**src/rtl/rename_map_table_pkg.sv**
```systemverilog
// Shared widths and types for the register rename map and its bench.
package rename_map_table_pkg;

    localparam int REN_WIDTH    = 2;
    localparam int REN_NUM_ARCH = 16;
    localparam int REN_NUM_PHYS = 64;
    localparam int REN_NUM_CKPT = 4;
    localparam int REN_AW       = $clog2(REN_NUM_ARCH);
    localparam int REN_PW       = $clog2(REN_NUM_PHYS);
    localparam int REN_CW       = $clog2(REN_NUM_CKPT);

    typedef logic [REN_AW-1:0] arch_reg_t;
    typedef logic [REN_PW-1:0] phys_reg_t;
    typedef logic [REN_CW-1:0] ckpt_id_t;

    typedef struct packed {
        logic      valid;
        arch_reg_t ra;
        arch_reg_t rt;
        arch_reg_t rw;
        logic      use_rw;
        logic      br;
        phys_reg_t new_p;
    } rename_lane_t;

endpackage

```
**src/rtl/rename_bypass.sv**
```systemverilog
// Per-lane intra-group forwarding: older lanes' fresh mappings override the map.
// RENAME_ZERO_REG_EN pins arch r0 to phys 0.
module rename_bypass
    import rename_map_table_pkg::*;
#(
    parameter int LANE  = 0,
    parameter int WIDTH = REN_WIDTH,
    parameter int AW    = REN_AW,
    parameter int PW    = REN_PW
) (
    input  logic [WIDTH-1:0]    grp_valid,
    input  logic [WIDTH-1:0]    grp_use_rw,
    input  logic [WIDTH*AW-1:0] grp_rw,
    input  logic [WIDTH*PW-1:0] grp_new_p,
    input  logic [AW-1:0]       ra,
    input  logic [AW-1:0]       rt,
    input  logic [AW-1:0]       rw,
    input  logic [PW-1:0]       map_ra,
    input  logic [PW-1:0]       map_rt,
    input  logic [PW-1:0]       map_rw,
    output logic [PW-1:0]       p_ra,
    output logic [PW-1:0]       p_rt,
    output logic [PW-1:0]       p_old_rw
);

    // Walk older lanes oldest-first so the newest matching writer wins.
    function automatic logic [PW-1:0] lookup(input logic [AW-1:0] q,
                                             input logic [PW-1:0] base);
        logic [PW-1:0] r;
        r = base;
        for (int i = 0; i < LANE; i++) begin
            if (grp_valid[i] && grp_use_rw[i] && (grp_rw[i*AW +: AW] == q))
                r = grp_new_p[i*PW +: PW];
        end
`ifdef RENAME_ZERO_REG_EN
        if (q == '0)
            r = '0;
`endif
        return r;
    endfunction

    always_comb begin
        p_ra     = lookup(ra, map_ra);
        p_rt     = lookup(rt, map_rt);
        p_old_rw = lookup(rw, map_rw);
    end

endmodule

```
**src/rtl/rename_map_table.sv**
```systemverilog
// Superscalar rename map with a ring of branch checkpoints for one-cycle recovery.
// RENAME_ZERO_REG_EN: arch r0 hardwired to phys 0 (writes ignored).
module rename_map_table
    import rename_map_table_pkg::*;
#(
    parameter int WIDTH    = REN_WIDTH,
    parameter int NUM_ARCH = REN_NUM_ARCH,
    parameter int NUM_PHYS = REN_NUM_PHYS,
    parameter int NUM_CKPT = REN_NUM_CKPT,
    parameter int AW       = $clog2(NUM_ARCH),
    parameter int PW       = $clog2(NUM_PHYS),
    parameter int CW       = $clog2(NUM_CKPT)
) (
    input  logic                clk,
    input  logic                rst,
    input  logic [WIDTH-1:0]    ren_valid_i,
    input  logic [WIDTH*AW-1:0] ren_ra_i,
    input  logic [WIDTH*AW-1:0] ren_rt_i,
    input  logic [WIDTH*AW-1:0] ren_rw_i,
    input  logic [WIDTH-1:0]    ren_use_rw_i,
    input  logic [WIDTH*PW-1:0] ren_new_p_i,
    input  logic [WIDTH-1:0]    ren_br_i,
    output logic                ren_ready_o,
    output logic [WIDTH*PW-1:0] p_ra_o,
    output logic [WIDTH*PW-1:0] p_rt_o,
    output logic [WIDTH*PW-1:0] p_old_rw_o,
    output logic [CW-1:0]       ckpt_id_o,
    input  logic                br_resolve_i,
    input  logic                br_mispredict_i,
    input  logic [CW-1:0]       br_ckpt_i,
    output logic [CW:0]         ckpt_count_o
);

    localparam logic [CW:0] CKPT_FULL = (CW+1)'(NUM_CKPT);

    logic [PW-1:0] map_reg  [NUM_ARCH];
    logic [PW-1:0] ckpt_reg [NUM_CKPT][NUM_ARCH];
    logic [PW-1:0] map_next [NUM_ARCH];
    logic [PW-1:0] snap_next[NUM_ARCH];
    logic [CW-1:0] head_reg, tail_reg, head_next, tail_next;
    logic [CW:0]   count_reg, count_next;

    logic [AW-1:0]    ra_a [WIDTH];
    logic [AW-1:0]    rt_a [WIDTH];
    logic [AW-1:0]    rw_a [WIDTH];
    logic [PW-1:0]    new_p_a [WIDTH];
    logic [WIDTH-1:0] lane_wr;
    logic [WIDTH-1:0] in_snap;
    logic             fire, take_ckpt;

    generate
        for (genvar gi = 0; gi < WIDTH; gi++) begin : g_lane
            assign ra_a[gi]    = ren_ra_i[gi*AW +: AW];
            assign rt_a[gi]    = ren_rt_i[gi*AW +: AW];
            assign rw_a[gi]    = ren_rw_i[gi*AW +: AW];
            assign new_p_a[gi] = ren_new_p_i[gi*PW +: PW];
`ifdef RENAME_ZERO_REG_EN
            assign lane_wr[gi] = ren_valid_i[gi] && ren_use_rw_i[gi] && (rw_a[gi] != '0);
`else
            assign lane_wr[gi] = ren_valid_i[gi] && ren_use_rw_i[gi];
`endif

            rename_bypass #(
                .LANE  (gi),
                .WIDTH (WIDTH),
                .AW    (AW),
                .PW    (PW)
            ) u_bypass (
                .grp_valid  (ren_valid_i),
                .grp_use_rw (ren_use_rw_i),
                .grp_rw     (ren_rw_i),
                .grp_new_p  (ren_new_p_i),
                .ra         (ra_a[gi]),
                .rt         (rt_a[gi]),
                .rw         (rw_a[gi]),
                .map_ra     (map_reg[ra_a[gi]]),
                .map_rt     (map_reg[rt_a[gi]]),
                .map_rw     (map_reg[rw_a[gi]]),
                .p_ra       (p_ra_o[gi*PW +: PW]),
                .p_rt       (p_rt_o[gi*PW +: PW]),
                .p_old_rw   (p_old_rw_o[gi*PW +: PW])
            );
        end
    endgenerate

    assign ren_ready_o  = !br_mispredict_i && ((count_reg < CKPT_FULL) || !(|ren_br_i));
    assign fire         = ren_ready_o && (|ren_valid_i);
    assign take_ckpt    = fire && (|(ren_br_i & ren_valid_i));
    assign ckpt_id_o    = tail_reg;
    assign ckpt_count_o = count_reg;

    // A lane belongs in the checkpoint unless a branch sits in an older lane.
    always_comb begin
        logic br_seen;
        br_seen = 1'b0;
        in_snap = '0;
        for (int i = 0; i < WIDTH; i++) begin
            in_snap[i] = !br_seen;
            br_seen    = br_seen | (ren_valid_i[i] & ren_br_i[i]);
        end
    end

    always_comb begin
        for (int a = 0; a < NUM_ARCH; a++) begin
            map_next[a]  = map_reg[a];
            snap_next[a] = map_reg[a];
            for (int i = 0; i < WIDTH; i++) begin
                if (lane_wr[i] && (rw_a[i] == AW'(a))) begin
                    map_next[a] = new_p_a[i];
                    if (in_snap[i])
                        snap_next[a] = new_p_a[i];
                end
            end
        end
    end

    // A resolve advances head before a same-cycle mispredict trims the tail.
    always_comb begin
        head_next  = head_reg + CW'(br_resolve_i);
        tail_next  = tail_reg;
        count_next = count_reg;
        if (br_mispredict_i) begin
            tail_next  = br_ckpt_i;
            count_next = {1'b0, CW'(br_ckpt_i - head_next)};
        end else begin
            if (take_ckpt)
                tail_next = tail_reg + CW'(1);
            count_next = count_reg + (CW+1)'(take_ckpt) - (CW+1)'(br_resolve_i);
        end
    end

    always_ff @(posedge clk) begin
        if (rst) begin
            for (int a = 0; a < NUM_ARCH; a++)
                map_reg[a] <= PW'(a);
            head_reg  <= '0;
            tail_reg  <= '0;
            count_reg <= '0;
        end else begin
            if (br_mispredict_i)
                map_reg <= ckpt_reg[br_ckpt_i];
            else if (fire)
                map_reg <= map_next;
            head_reg  <= head_next;
            tail_reg  <= tail_next;
            count_reg <= count_next;
        end
    end

    always_ff @(posedge clk) begin
        if (!rst && take_ckpt)
            ckpt_reg[tail_reg] <= snap_next;
    end

    a_one_branch: assert property (@(posedge clk) disable iff (rst)
        (|ren_valid_i) |-> $onehot0(ren_br_i & ren_valid_i));
    a_resolve_live: assert property (@(posedge clk) disable iff (rst)
        br_resolve_i |-> (count_reg != '0));
    a_mispredict_live: assert property (@(posedge clk) disable iff (rst)
        br_mispredict_i |-> ({1'b0, CW'(br_ckpt_i - head_reg)} < count_reg));
    a_resolve_vs_flush: assert property (@(posedge clk) disable iff (rst)
        (br_resolve_i && br_mispredict_i) |-> (br_ckpt_i != head_reg));

endmodule

```
**config.mk**
```make
export PLATFORM = sky130hd
export DESIGN_NAME = rename_map_table
export DESIGN_NICKNAME = d
export VERILOG_FILES = /design/src/rtl/rename_map_table_pkg.sv /design/src/rtl/rename_bypass.sv /design/src/rtl/rename_map_table.sv
export SDC_FILE = /design/constraint.sdc
export NUM_CORES = 1
export LEC_CHECK = 0
export CAP_MARGIN = 20
export CORE_ASPECT_RATIO = 0.7
export CORE_MARGIN = 2
export CORE_UTILIZATION = 50
export DETAILED_ROUTE_END_ITERATION = 10
export GPL_TIMING_DRIVEN = 0
export PLACE_DENSITY = 0.7
export SLEW_MARGIN = 20
export SYNTH_ARGS = -nofsm -noshare
export SYNTH_HDL_FRONTEND = slang
export SYNTH_SLANG_ARGS = --single-unit
```
**constraint.sdc**
```tcl
create_clock -name clk -period 3.8 [get_ports clk]
set_input_delay 0.38 -clock clk [delete_from_list [all_inputs] [get_ports clk]]
set_output_delay 0.38 -clock clk [all_outputs]
set_load 0.03 [all_outputs]
```
==> results of run 1 <==
[worst max-delay path by stage]
stage / from / to / depth (start not counted)
2_1_floorplan: ren_valid_i[0] / ckpt_reg[0][0] / 5
3_3_place_gp: ren_valid_i[0] / ckpt_reg[0][92] / 6
3_5_place_dp: ren_valid_i[0] / ckpt_reg[0][19] / 7
4_1_cts: ren_rw_i[1] / p_ra_o[10] / 7
5_1_grt: ren_rw_i[1] / p_old_rw_o[5] / 7
6_report: ren_new_p_i[3] / p_old_rw_o[9] / 5
[logic make-up after synthesis]
kind of cell,Yosys count,share of synthesized area
fa+ha+maj,9,0.00448
buf+inv,228,0.0408
xor+xnor,16,0.00523
flops,487,0.507
compound gates,546,0.129
mux,334,0.248
simple gates,348,0.0646
[worst max-delay path, stage by stage]
cell and delay (ns):
clkdlybuf4s50_1 0.76, clkbuf_2 0.52, clkbuf_1 0.77, mux2_2 0.39, clkdlybuf4s50_1 0.71
[metal layers]
metal / GRT usage / routed length [um] / up-vias
li1: - / - / 8392
met1: 0.559 / 42200 / 10771
met2: 0.511 / 42000 / 2219
met3: 0.220 / 21000 / 429
met4: 0.195 / 6670 / 10
met5: 0 / 97 / -
[repair_timing]
action	CTS	global route
endpoints found under the setup margin	6	9
buffers inserted	0	3
gates resized for setup	2	0
hold buffers	0	0
pin swaps	0	1
[cells in the mapped netlist, types with 56 or more instances]
cell type / n / area share
a21oi_1: 104 / 0.019
a22oi_1: 59 / 0.017
a31oi_1: 56 / 0.013
and3_1: 60 / 0.014
buf_2: 57 / 0.011
clkbuf_1: 115 / 0.016
dfxtp_1: 103 / 0.077
edfxtp_1: 384 / 0.43
mux2i_1: 58 / 0.022
mux4_2: 241 / 0.20
nor2_1: 118 / 0.017
o21ai_0: 126 / 0.024
o22ai_1: 59 / 0.014
[power breakdown]
part / internal [mW] / leakage, nW / switching, mW
Clock: 2.67 / 0.758 / 2.09
Combinational: 0.970 / 4.80 / 1.47
Sequential: 5.97 / 4.33 / 0.368
[through the flow]
stage	setup TNS (ns)	utilization	setup slack [ns]	hold WS [ns]	instance area (um2)
final	-0.241	0.574	-0.110	0.565	30200
after global routing	0	0.574	0.00136	0.635	30200
after CTS	0	0.573	0.0487	0.573	30200
after detailed placement	-1.37	0.543	-0.104	0.523	28600
after global placement	-425.81	0.539	-1.14	0.512	28400
after floorplan	0	-	0.940	0.489	26800
[cell type report]
| type | count | area (um2) | area share |
|---|---|---|---|
| antenna | 5 | 12.5 | 0.000414 |
| buffer | 217 | 1060 | 0.0351 |
| clock buffer | 61 | 1280 | 0.0424 |
| clock inverter | 26 | 268 | 0.00887 |
| inverter | 11 | 41.3 | 0.00137 |
| multi-input combinational | 1253 | 12100 | 0.402 |
| sequential | 487 | 13600 | 0.450 |
| tap | 720 | 901 | 0.0298 |
| timing repair buffer | 78 | 906 | 0.0300 |
==> impl_results.md, run 1 <==
* Peak supply drop at approximately 380 uV
* Synth unique cells at 60
* Die span in y at roughly 200 um
* Width of the die at 281 um
* Failing checks: setup timing
* Syn nets at 2025
* Min Tclk post-route at 3.91 ns
* # nets final at around 2200
* Lkg Pwr at ~10 nW
* 1st-iter DRT viols at between 4000 and 5000
* Most frequent cells in the layout: edfxtp_1, mux4_2, o21ai_0
* Clock Pin Slew Worst Setup and Hold Paths at ~0.060 ns
* FF-to-FF path depth at 5
* Hold Crit Depth at 2
* Initial Util at 0.509
* GPL Wtd Cong at 1.12
* Hold_sp: head_reg[1]
* Cell Area, Synth at 0.0268 mm2
* Synth-to-Final Area Change at 12.7%
* R2R Path Start: ckpt_count_o[2]
* R2R setup slack at about 0.95 ns
* Clock Tree Buf Depth at 3
* Worst skew pair latency at 0.62 ns
* Post-route DRC at 0
* Synth Warn # at 0
* Antenna Nets Post-Route at 0
* Vias at between 20000 and 25000
* HPWL Detailed at slightly above 80000 um
* #FFs+latches synth at about 490
* Mapped Cells at between 1500 and 2000
* Fin. Hold Viols at 0
* CP arrival at between 3 and 4 ns
* Die ar. at around 0.056 mm2
* First-pass GRT wire length at 155000 um
* CTS tree: yes
* Core ar. at 0.0526 mm2
* Overall routing resource usage at 0.404
* Max-Cap Viols at 0
* Hold Path Sink: head_reg[1]
* Critical path type: in -> out
* CTS Buf Count at 47
* Avg Vias per Cell at roughly 7.6
* Pwr Density at ~450 mW/mm2
* Unrepaired setup endpoints after global routing: no
* Antenna violations before repair at 9
* WL per Instance at between 30 and 40 um
* Pins over their slew limit at 0
* Critical path capture point type: output port
* Non-Filler Instances at about 2900
* Tcrit/Tclk final at 1.03
* IO Port Bufs at 67
* Syn Area/Cell at approximately 14 um2
* Routed wire length at ~110000 um
* Filler cells at about 4200
* Top FF cell, synth: edfxtp_1
* Drt pass-1 iters at 7
* Commonest non-fill, non-tap cell in the layout: edfxtp_1
* Status: finished, violations left
* Worst clock skew at about 0.042 ns
* Worst Hold Class: reg -> reg
* Setup violators final at 5
* Async set or reset register ratio after synthesis at 0
* CTS root buffer: clkbuf_16
* Critical Path Fanout Max at 10
* Worst rel slew slack at 0.140
* Crit path required time at between 3 and 4 ns
* Slew @ Worst Pin at 1.29 ns
* H-tree depth at 2
* Number of flops mapped to enable cells by yosys at between 300 and 400
* Placed cell count at between 2000 and 3000
* Largest register FFs at between 300 and 400
* GRT overflow at 0
* Pin count of the biggest net entering global routing at 49
* Post-synthesis sequential area ratio at 0.507
* Reg2Reg Capture Point: map_reg[75]
* Layout cell share with drive strength beyond 1 at 0.214
* Highest Clock Rate at ~260 MHz
* Tot Pwr at 13.5 mW
* Fin worst setup slack at -0.110 ns
* Row cnt at 70
* Io pins at 90
* Vias in the first global route at 20455
* Startpoint types: input pin
* Sink Count at a little under 500
No activity file was read; power rests on OpenSTA's default activity.
==> run 2: changes to the inputs <==
--- a/config.mk
+++ b/config.mk
@@ -12,6 +12,7 @@
 export DETAILED_ROUTE_END_ITERATION = 10
 export GPL_TIMING_DRIVEN = 0
 export PLACE_DENSITY = 0.7
+export SKIP_LAST_GASP = 1
 export SLEW_MARGIN = 20
 export SYNTH_ARGS = -nofsm -noshare
 export SYNTH_HDL_FRONTEND = slang
==> results of run 2 <==
Final layout, timing and power as in run 1 (identical DEF).
